File: src/rtl/ll_tx_push_ctrl_if.sv
// Signal bundle between the TX push controller and the link / TX FIFO side.
// The controller attaches through the slave modport; the driving side uses master.
interface ll_tx_push_ctrl_if #(
  parameter int unsigned CRED_WIDTH = 4
);
  logic                  tx_online;
  logic                  tx_i_push_ovrd;
  logic                  txfifo_i_has_data;
  logic                  rx_i_credit;
  logic                  txfifo_i_pop;
  logic                  tx_i_pushbit;
  logic [CRED_WIDTH-1:0] tx_credit_count;
  logic                  tx_credit_err;

  modport master (
    output tx_online, tx_i_push_ovrd, txfifo_i_has_data, rx_i_credit,
    input  txfifo_i_pop, tx_i_pushbit, tx_credit_count, tx_credit_err
  );

  modport slave (
    input  tx_online, tx_i_push_ovrd, txfifo_i_has_data, rx_i_credit,
    output txfifo_i_pop, tx_i_pushbit, tx_credit_count, tx_credit_err
  );
endinterface

File: src/rtl/ll_tx_push_ctrl.sv
// TX push control for one logical link: pops the TX FIFO and registers the push bit.
// Credit flow control is compiled in only when LL_TX_CREDIT_EN is defined.
module ll_tx_push_ctrl #(
  parameter int unsigned CRED_WIDTH = 4,
  parameter int unsigned INIT_CRED  = 8
) (
  input  logic             clk_wr,
  input  logic             rst_wr,
  ll_tx_push_ctrl_if.slave link
);

  typedef enum logic [1:0] {
    OFFLINE = 2'd0,
    LOAD    = 2'd1,
    ACTIVE  = 2'd2
  } state_t;

  localparam logic [CRED_WIDTH-1:0] CRED_ZERO = {CRED_WIDTH{1'b0}};
  localparam logic [CRED_WIDTH-1:0] CRED_INIT = CRED_WIDTH'(INIT_CRED);

  state_t state_r;
  state_t state_nxt_s;
  logic   pop_s;
  logic   pushbit_r;
  logic   credit_ok_s;

  // Next state and pop strobe; reset or loss of online blocks the pop in the same cycle.
  always_comb begin
    state_nxt_s = state_r;
    pop_s       = 1'b0;
    if (rst_wr || !link.tx_online) begin
      state_nxt_s = OFFLINE;
      pop_s       = 1'b0;
    end else begin
      case (state_r)
        OFFLINE: state_nxt_s = LOAD;
        LOAD:    state_nxt_s = ACTIVE;
        ACTIVE: begin
          state_nxt_s = ACTIVE;
          pop_s       = link.txfifo_i_has_data & credit_ok_s & ~link.tx_i_push_ovrd;
        end
        default: state_nxt_s = OFFLINE;
      endcase
    end
  end

  // State register and push bit, which lines up with FIFO read data one cycle after the pop.
  always_ff @(posedge clk_wr) begin
    if (rst_wr) begin
      state_r   <= OFFLINE;
      pushbit_r <= 1'b0;
    end else begin
      state_r   <= state_nxt_s;
      pushbit_r <= pop_s;
    end
  end

`ifdef LL_TX_CREDIT_EN
  localparam logic [CRED_WIDTH-1:0] CRED_MAX = {CRED_WIDTH{1'b1}};
  localparam logic [CRED_WIDTH-1:0] CRED_ONE = {{(CRED_WIDTH-1){1'b0}}, 1'b1};

  logic [CRED_WIDTH-1:0] count_r;
  logic [CRED_WIDTH-1:0] count_nxt_s;
  logic                  err_r;
  logic                  err_set_s;

  assign credit_ok_s = (count_r != CRED_ZERO);

  // Credit bookkeeping; a credit arriving at zero only enables a pop from the following cycle.
  always_comb begin
    count_nxt_s = count_r;
    err_set_s   = 1'b0;
    if (state_nxt_s == OFFLINE) begin
      count_nxt_s = CRED_ZERO;
    end else if (state_r == LOAD) begin
      count_nxt_s = CRED_INIT;
    end else if (state_r == ACTIVE) begin
      case ({link.rx_i_credit, pop_s})
        2'b10: begin
          if (count_r == CRED_MAX) begin
            count_nxt_s = CRED_MAX;
            err_set_s   = 1'b1;
          end else begin
            count_nxt_s = count_r + CRED_ONE;
          end
        end
        2'b01:   count_nxt_s = count_r - CRED_ONE;
        default: count_nxt_s = count_r;
      endcase
    end else begin
      count_nxt_s = CRED_ZERO;
    end
  end

  // Credit counter and sticky overflow flag; the flag is cleared only by reset.
  always_ff @(posedge clk_wr) begin
    if (rst_wr) begin
      count_r <= CRED_ZERO;
      err_r   <= 1'b0;
    end else begin
      count_r <= count_nxt_s;
      err_r   <= err_r | err_set_s;
    end
  end

  assign link.tx_credit_count = count_r;
  assign link.tx_credit_err   = err_r;
`else
  logic unused_cfg_s;

  assign credit_ok_s          = 1'b1;
  assign unused_cfg_s         = link.rx_i_credit ^ (^CRED_INIT);
  assign link.tx_credit_count = CRED_ZERO;
  assign link.tx_credit_err   = 1'b0;
`endif

  assign link.txfifo_i_pop = pop_s;
  assign link.tx_i_pushbit = pushbit_r;

endmodule

File: src/flat_wrapper.sv
// flat-port wrapper written by rule: the top's interface ports become plain ports
module ll_tx_push_ctrl_flat 
#(
  parameter int unsigned CRED_WIDTH = 4,
  parameter int unsigned INIT_CRED  = 8
)
  (clk_wr, rst_wr, link_tx_online, link_tx_i_push_ovrd, link_txfifo_i_has_data, link_rx_i_credit, link_txfifo_i_pop, link_tx_i_pushbit, link_tx_credit_count, link_tx_credit_err);
  ll_tx_push_ctrl_if #(.CRED_WIDTH(CRED_WIDTH)) link_i ();
  input  logic clk_wr;
  input  logic rst_wr;
  input wire logic [$bits(link_i.tx_online)-1:0] link_tx_online;
  input wire logic [$bits(link_i.tx_i_push_ovrd)-1:0] link_tx_i_push_ovrd;
  input wire logic [$bits(link_i.txfifo_i_has_data)-1:0] link_txfifo_i_has_data;
  input wire logic [$bits(link_i.rx_i_credit)-1:0] link_rx_i_credit;
  output wire logic [$bits(link_i.txfifo_i_pop)-1:0] link_txfifo_i_pop;
  output wire logic [$bits(link_i.tx_i_pushbit)-1:0] link_tx_i_pushbit;
  output wire logic [$bits(link_i.tx_credit_count)-1:0] link_tx_credit_count;
  output wire logic [$bits(link_i.tx_credit_err)-1:0] link_tx_credit_err;
  assign link_i.tx_online = link_tx_online;
  assign link_i.tx_i_push_ovrd = link_tx_i_push_ovrd;
  assign link_i.txfifo_i_has_data = link_txfifo_i_has_data;
  assign link_i.rx_i_credit = link_rx_i_credit;
  assign link_txfifo_i_pop = link_i.txfifo_i_pop;
  assign link_tx_i_pushbit = link_i.tx_i_pushbit;
  assign link_tx_credit_count = link_i.tx_credit_count;
  assign link_tx_credit_err = link_i.tx_credit_err;
  ll_tx_push_ctrl #(.CRED_WIDTH(CRED_WIDTH), .INIT_CRED(INIT_CRED)) u_core (.clk_wr(clk_wr), .rst_wr(rst_wr), .link(link_i));
endmodule
File: config.mk
export PLATFORM = sky130hd
export DESIGN_NAME = ll_tx_push_ctrl_flat
export DESIGN_NICKNAME = d
export VERILOG_FILES = /design/src/rtl/ll_tx_push_ctrl_if.sv /design/src/rtl/ll_tx_push_ctrl.sv /design/src/flat_wrapper.sv
export SDC_FILE = /design/constraint.sdc
export NUM_CORES = 1
export LEC_CHECK = 0
export CAP_MARGIN = 20
export CORE_AREA = 2 2 39 41
export DETAILED_ROUTE_END_ITERATION = 6
export DIE_AREA = 0 0 41 43
export GPL_TIMING_DRIVEN = 0
export PLACE_DENSITY_LB_ADDON = 0.15
export SETUP_SLACK_MARGIN = 0.2
export SYNTH_ARGS = -nofsm -noshare
export SYNTH_HDL_FRONTEND = slang
export SYNTH_SLANG_ARGS = --single-unit
File: constraint.sdc
create_clock -name clk_wr -period 1.5 [get_ports clk_wr]
set_input_delay 0.3 -clock clk_wr [delete_from_list [all_inputs] [get_ports clk_wr]]
set_output_delay 0.3 -clock clk_wr [all_outputs]
set_load 0.05 [all_outputs]
==> results of run 1 <==
## final cells by class
cell class	count	area [um2]
well taps	16	20.02
flip-flops and latches	3	61.31
clock buffers	4	26.28
inverters	2	7.507
repair buffers	7	72.57
fillers	154	1039
plain buffers	5	37.54
multi-input cells	12	120.1
## worst reg2reg max path, stage by stage, from the launching register on
cell and delay (ps):
dfxtp_1 310, inv_2 50, buf_4 120, ha_1 260
and3b_2 200
## worst max-delay path by stage
stage | depth (start not counted) | slack (ps) | endpoint
2_1_floorplan | 4 | 30 | link_txfifo_i_pop
3_3_place_gp | 3 | -730 | link_txfifo_i_pop
3_5_place_dp | 3 | -730 | link_txfifo_i_pop
4_1_cts | 5 | -40 | link_txfifo_i_pop
5_1_grt | 5 | -60 | link_txfifo_i_pop
6_report | 5 | 10 | link_txfifo_i_pop
## layer usage
metal  up-vias  GRT usage  share of wire  routed length [um]
met5         -          0              0                   0
met4         0    0.08000          0.026                  10
met3         2    0.04712          0.066                  25
met2         7    0.07813           0.54                 204
met1        68    0.05751           0.37                 138
li1         79          -              -                   -
## registers in the layout, summed over array words and instances (netlist names)
| name | cells |
|---|---|
| u_core.state_r | 2 |
| u_core.link.tx_i_pushbit | 1 |
## logic make-up (layout without fill, tap and decap cells)
logic type / Yosys count / in the layout / share of synthesized area
buffers and inverters: 7 / 18 / 0.2572
AND/OR/NAND/NOR: 5 / 5 / 0.2357
flip-flops: 3 / 3 / 0.3429
adder cells (fa/ha/maj): 2 / 2 / 0.1428
other: 1 / 5 / 0.02141
## cell usage after synthesis
| library cell | instances | area share |
|---|---|---|
| nor4b_1 | 2 | 0.10 |
| inv_1 | 2 | 0.043 |
| dfxtp_1 | 3 | 0.34 |
| buf_4 | 5 | 0.21 |
| conb_1 | 1 | 0.021 |
| ha_1 | 2 | 0.14 |
| and3b_2 | 2 | 0.11 |
| nand2_1 | 1 | 0.021 |
## per-stage QoR
step | instance area, um2 | std cells | setup TNS [ps] | power [mW] | hold slack, ps
floorplan | 205.2 | 22 | 0 | 0.1309 | 376.7
global placement | 285.3 | 44 | -727.3 | 0.1460 | 632.9
detailed placement | 285.3 | 44 | -726.9 | 0.1473 | 641.4
CTS | 340.3 | 49 | -40.72 | 0.2988 | 485.0
global route | 345.3 | 49 | -58.79 | 0.3090 | 345.9
finish | 345.3 | 49 | 0 | 0.2909 | 336.6
## power by group through the flow
stage	Clock [mW]	Combinational, mW	Sequential, mW
global placement	0	0.0611	0.0850
CTS	0.148	0.0657	0.0849
global route	0.153	0.0703	0.0852
floorplan	0	0.0457	0.0852
detailed placement	0	0.0623	0.0850
finish	0.140	0.0654	0.0851
## what timing repair did
| item | 4_1_cts | 5_1_grt |
|---|---|---|
| buffers inserted | 1 | 0 |
| endpoints found under the setup margin | 2 | 1 |
| endpoints found under the hold margin | 0 | 0 |
| pin swaps | 3 | 1 |
| resized for setup | 18 | 2 |
## layout by cell type (no fill, tap or decap)
cell type        n
nand2_4          1
dlymetal6s2s_1   2
clkbuf_1         1
nor4b_4          1
inv_1            1
conb_1           5
and3b_2          2
ha_4             1
dfxtp_1          2
buf_6            1
clkdlybuf4s15_2  1
buf_4            6
dfxtp_2          1
inv_2            1
ha_1             1
nor4b_1          1
dlygate4sd2_1    2
clkbuf_4         3
==> metrics.yaml, run 1 <==
power_and_ir_drop:
  power_switching_mw: 0.08329
  seq_power_share: 0.292
  power.density_mw_per_mm2: 842.4
  ir_drop_mv: 0.3366
  internal_power_mw: 0.2076
  pwr-share-comb: 0.225
  p_sw_frac: 0.2863
  p_leak_nw: 0.1821
  clockPowerShare: 0.483
timing:
  skew_ps: 3.640
  timing.final.crit_share: 0.9935
  rsz0062_at_grt: "yes"
  drv_slew: 0
  setup_viol: 0
  hold_viol_final: 0
  fin_crit_ps: 1490
  max_freq_ghz: 0.6710
  layout_setup_ws_ps: 9.748
placement:
  portBuffers: 6
  hpwl_um: 258.2
  pre_cts_slack_ps: -726.9
  gp_congestion: 0.5432
yosys:
  syn_area_per_cell_um2: 9.732
  yosysSeqAreaShare: 0.3429
  yosys_warnings: 0
  synthCells: 18
  synth_seq_cells: 3
  netlist_area_um2: 175.2
  synth_cell_types: 8
grt:
  grt_pass1_wl_um: 634
  grt_max_degree: 5
  grt_overflow: 0
  grt_use_total: 0.06413
  antenna_found_initial: 0
  first_global_vias: 142
setup_path:
  cp_cell_sequence: "inv_2 -> ha_4 -> nand2_4 -> nor4b_4 -> buf_6"
  crit_start: "u_core.state_r[0]"
  cp-end-kind: "primary output"
  arrival_ps: 1190
  setup.worst_path.class: "register to primary output"
  path_buf_inv: 2
  reg2reg_slack_ps: 440
  worstReg2RegStart: "u_core.state_r[0]"
  cp-start-kind: "register"
  required_ps: 1200
  crit_path_top_delay_cell: "dfxtp_1"
  r2r-end: "u_core.state_r[1]"
  crit_family: "flip-flops"
  max_stage_delay_ps: 290
  reg2regPathDepth: 4
  path_max_fanout: 2
die:
  core_area_mm2: 0.001384
  die_area_mm2: 0.001763
  ios: 13
  die_h_um: 43
  initial_utilization: 0.1266
  die_w_um: 41
  rows: 14
cells_and_area:
  area_delta_synth_final_pct: 97.14
  fin_util: 0.2495
  antennaDiodeCount: 0
  layout-drive-gt1-share: 0.5455
  nets: 42
status:
  status: "finished clean"
job:
  cap_viol_max_count: 0
cts:
  clk_pin_slew_ps: 40
  cts.path.max_buffers: 2
  root_buffer: "clkbuf_4"
  cts_tree: "done"
  htreeDepth: 1
  postCtsHoldBufs: 0
  cts_buffers: 3
  clock_sinks: 3
  clkLatencyLatePin_ps: 230
drt:
  ant_nets: 0
  wire_per_inst_um: 7.714
  dr_total_vias: 156
  avgViaCountPerCell: 3.184
  drcViolationCount: 0
  drtPass1Iterations: 1
  routed_wl_um: 378
  drt-initial-drc-count: 0
min_path:
  hp-start: "link_tx_i_push_ovrd"
  hold_path.class: "primary input to register"
  whs_path_depth: 2
  min_to: "u_core.link.tx_i_pushbit"
Power figures use the tool's default switching activity.
==> run 2: changes to the inputs <==
--- a/config.mk
+++ b/config.mk
@@ -12,6 +12,7 @@
 export GPL_TIMING_DRIVEN = 0
 export PLACE_DENSITY_LB_ADDON = 0.15
 export SETUP_SLACK_MARGIN = 0.2
+export SKIP_LAST_GASP = 1
 export SYNTH_ARGS = -nofsm -noshare
 export SYNTH_HDL_FRONTEND = slang
 export SYNTH_SLANG_ARGS = --single-unit
==> results of run 2 <==
Same layout as run 1: the final DEF is identical, and so are final timing and power.
==> run 3: changes to the inputs <==
--- a/config.mk
+++ b/config.mk
@@ -7,6 +7,7 @@
 export LEC_CHECK = 0
 export CAP_MARGIN = 20
 export CORE_AREA = 2 2 39 41
+export CTS_CLUSTER_SIZE = 20
 export DETAILED_ROUTE_END_ITERATION = 6
 export DIE_AREA = 0 0 41 43
 export GPL_TIMING_DRIVEN = 0
==> results of run 3 <==
Same layout as run 1: the final DEF is identical, and so are final timing and power.
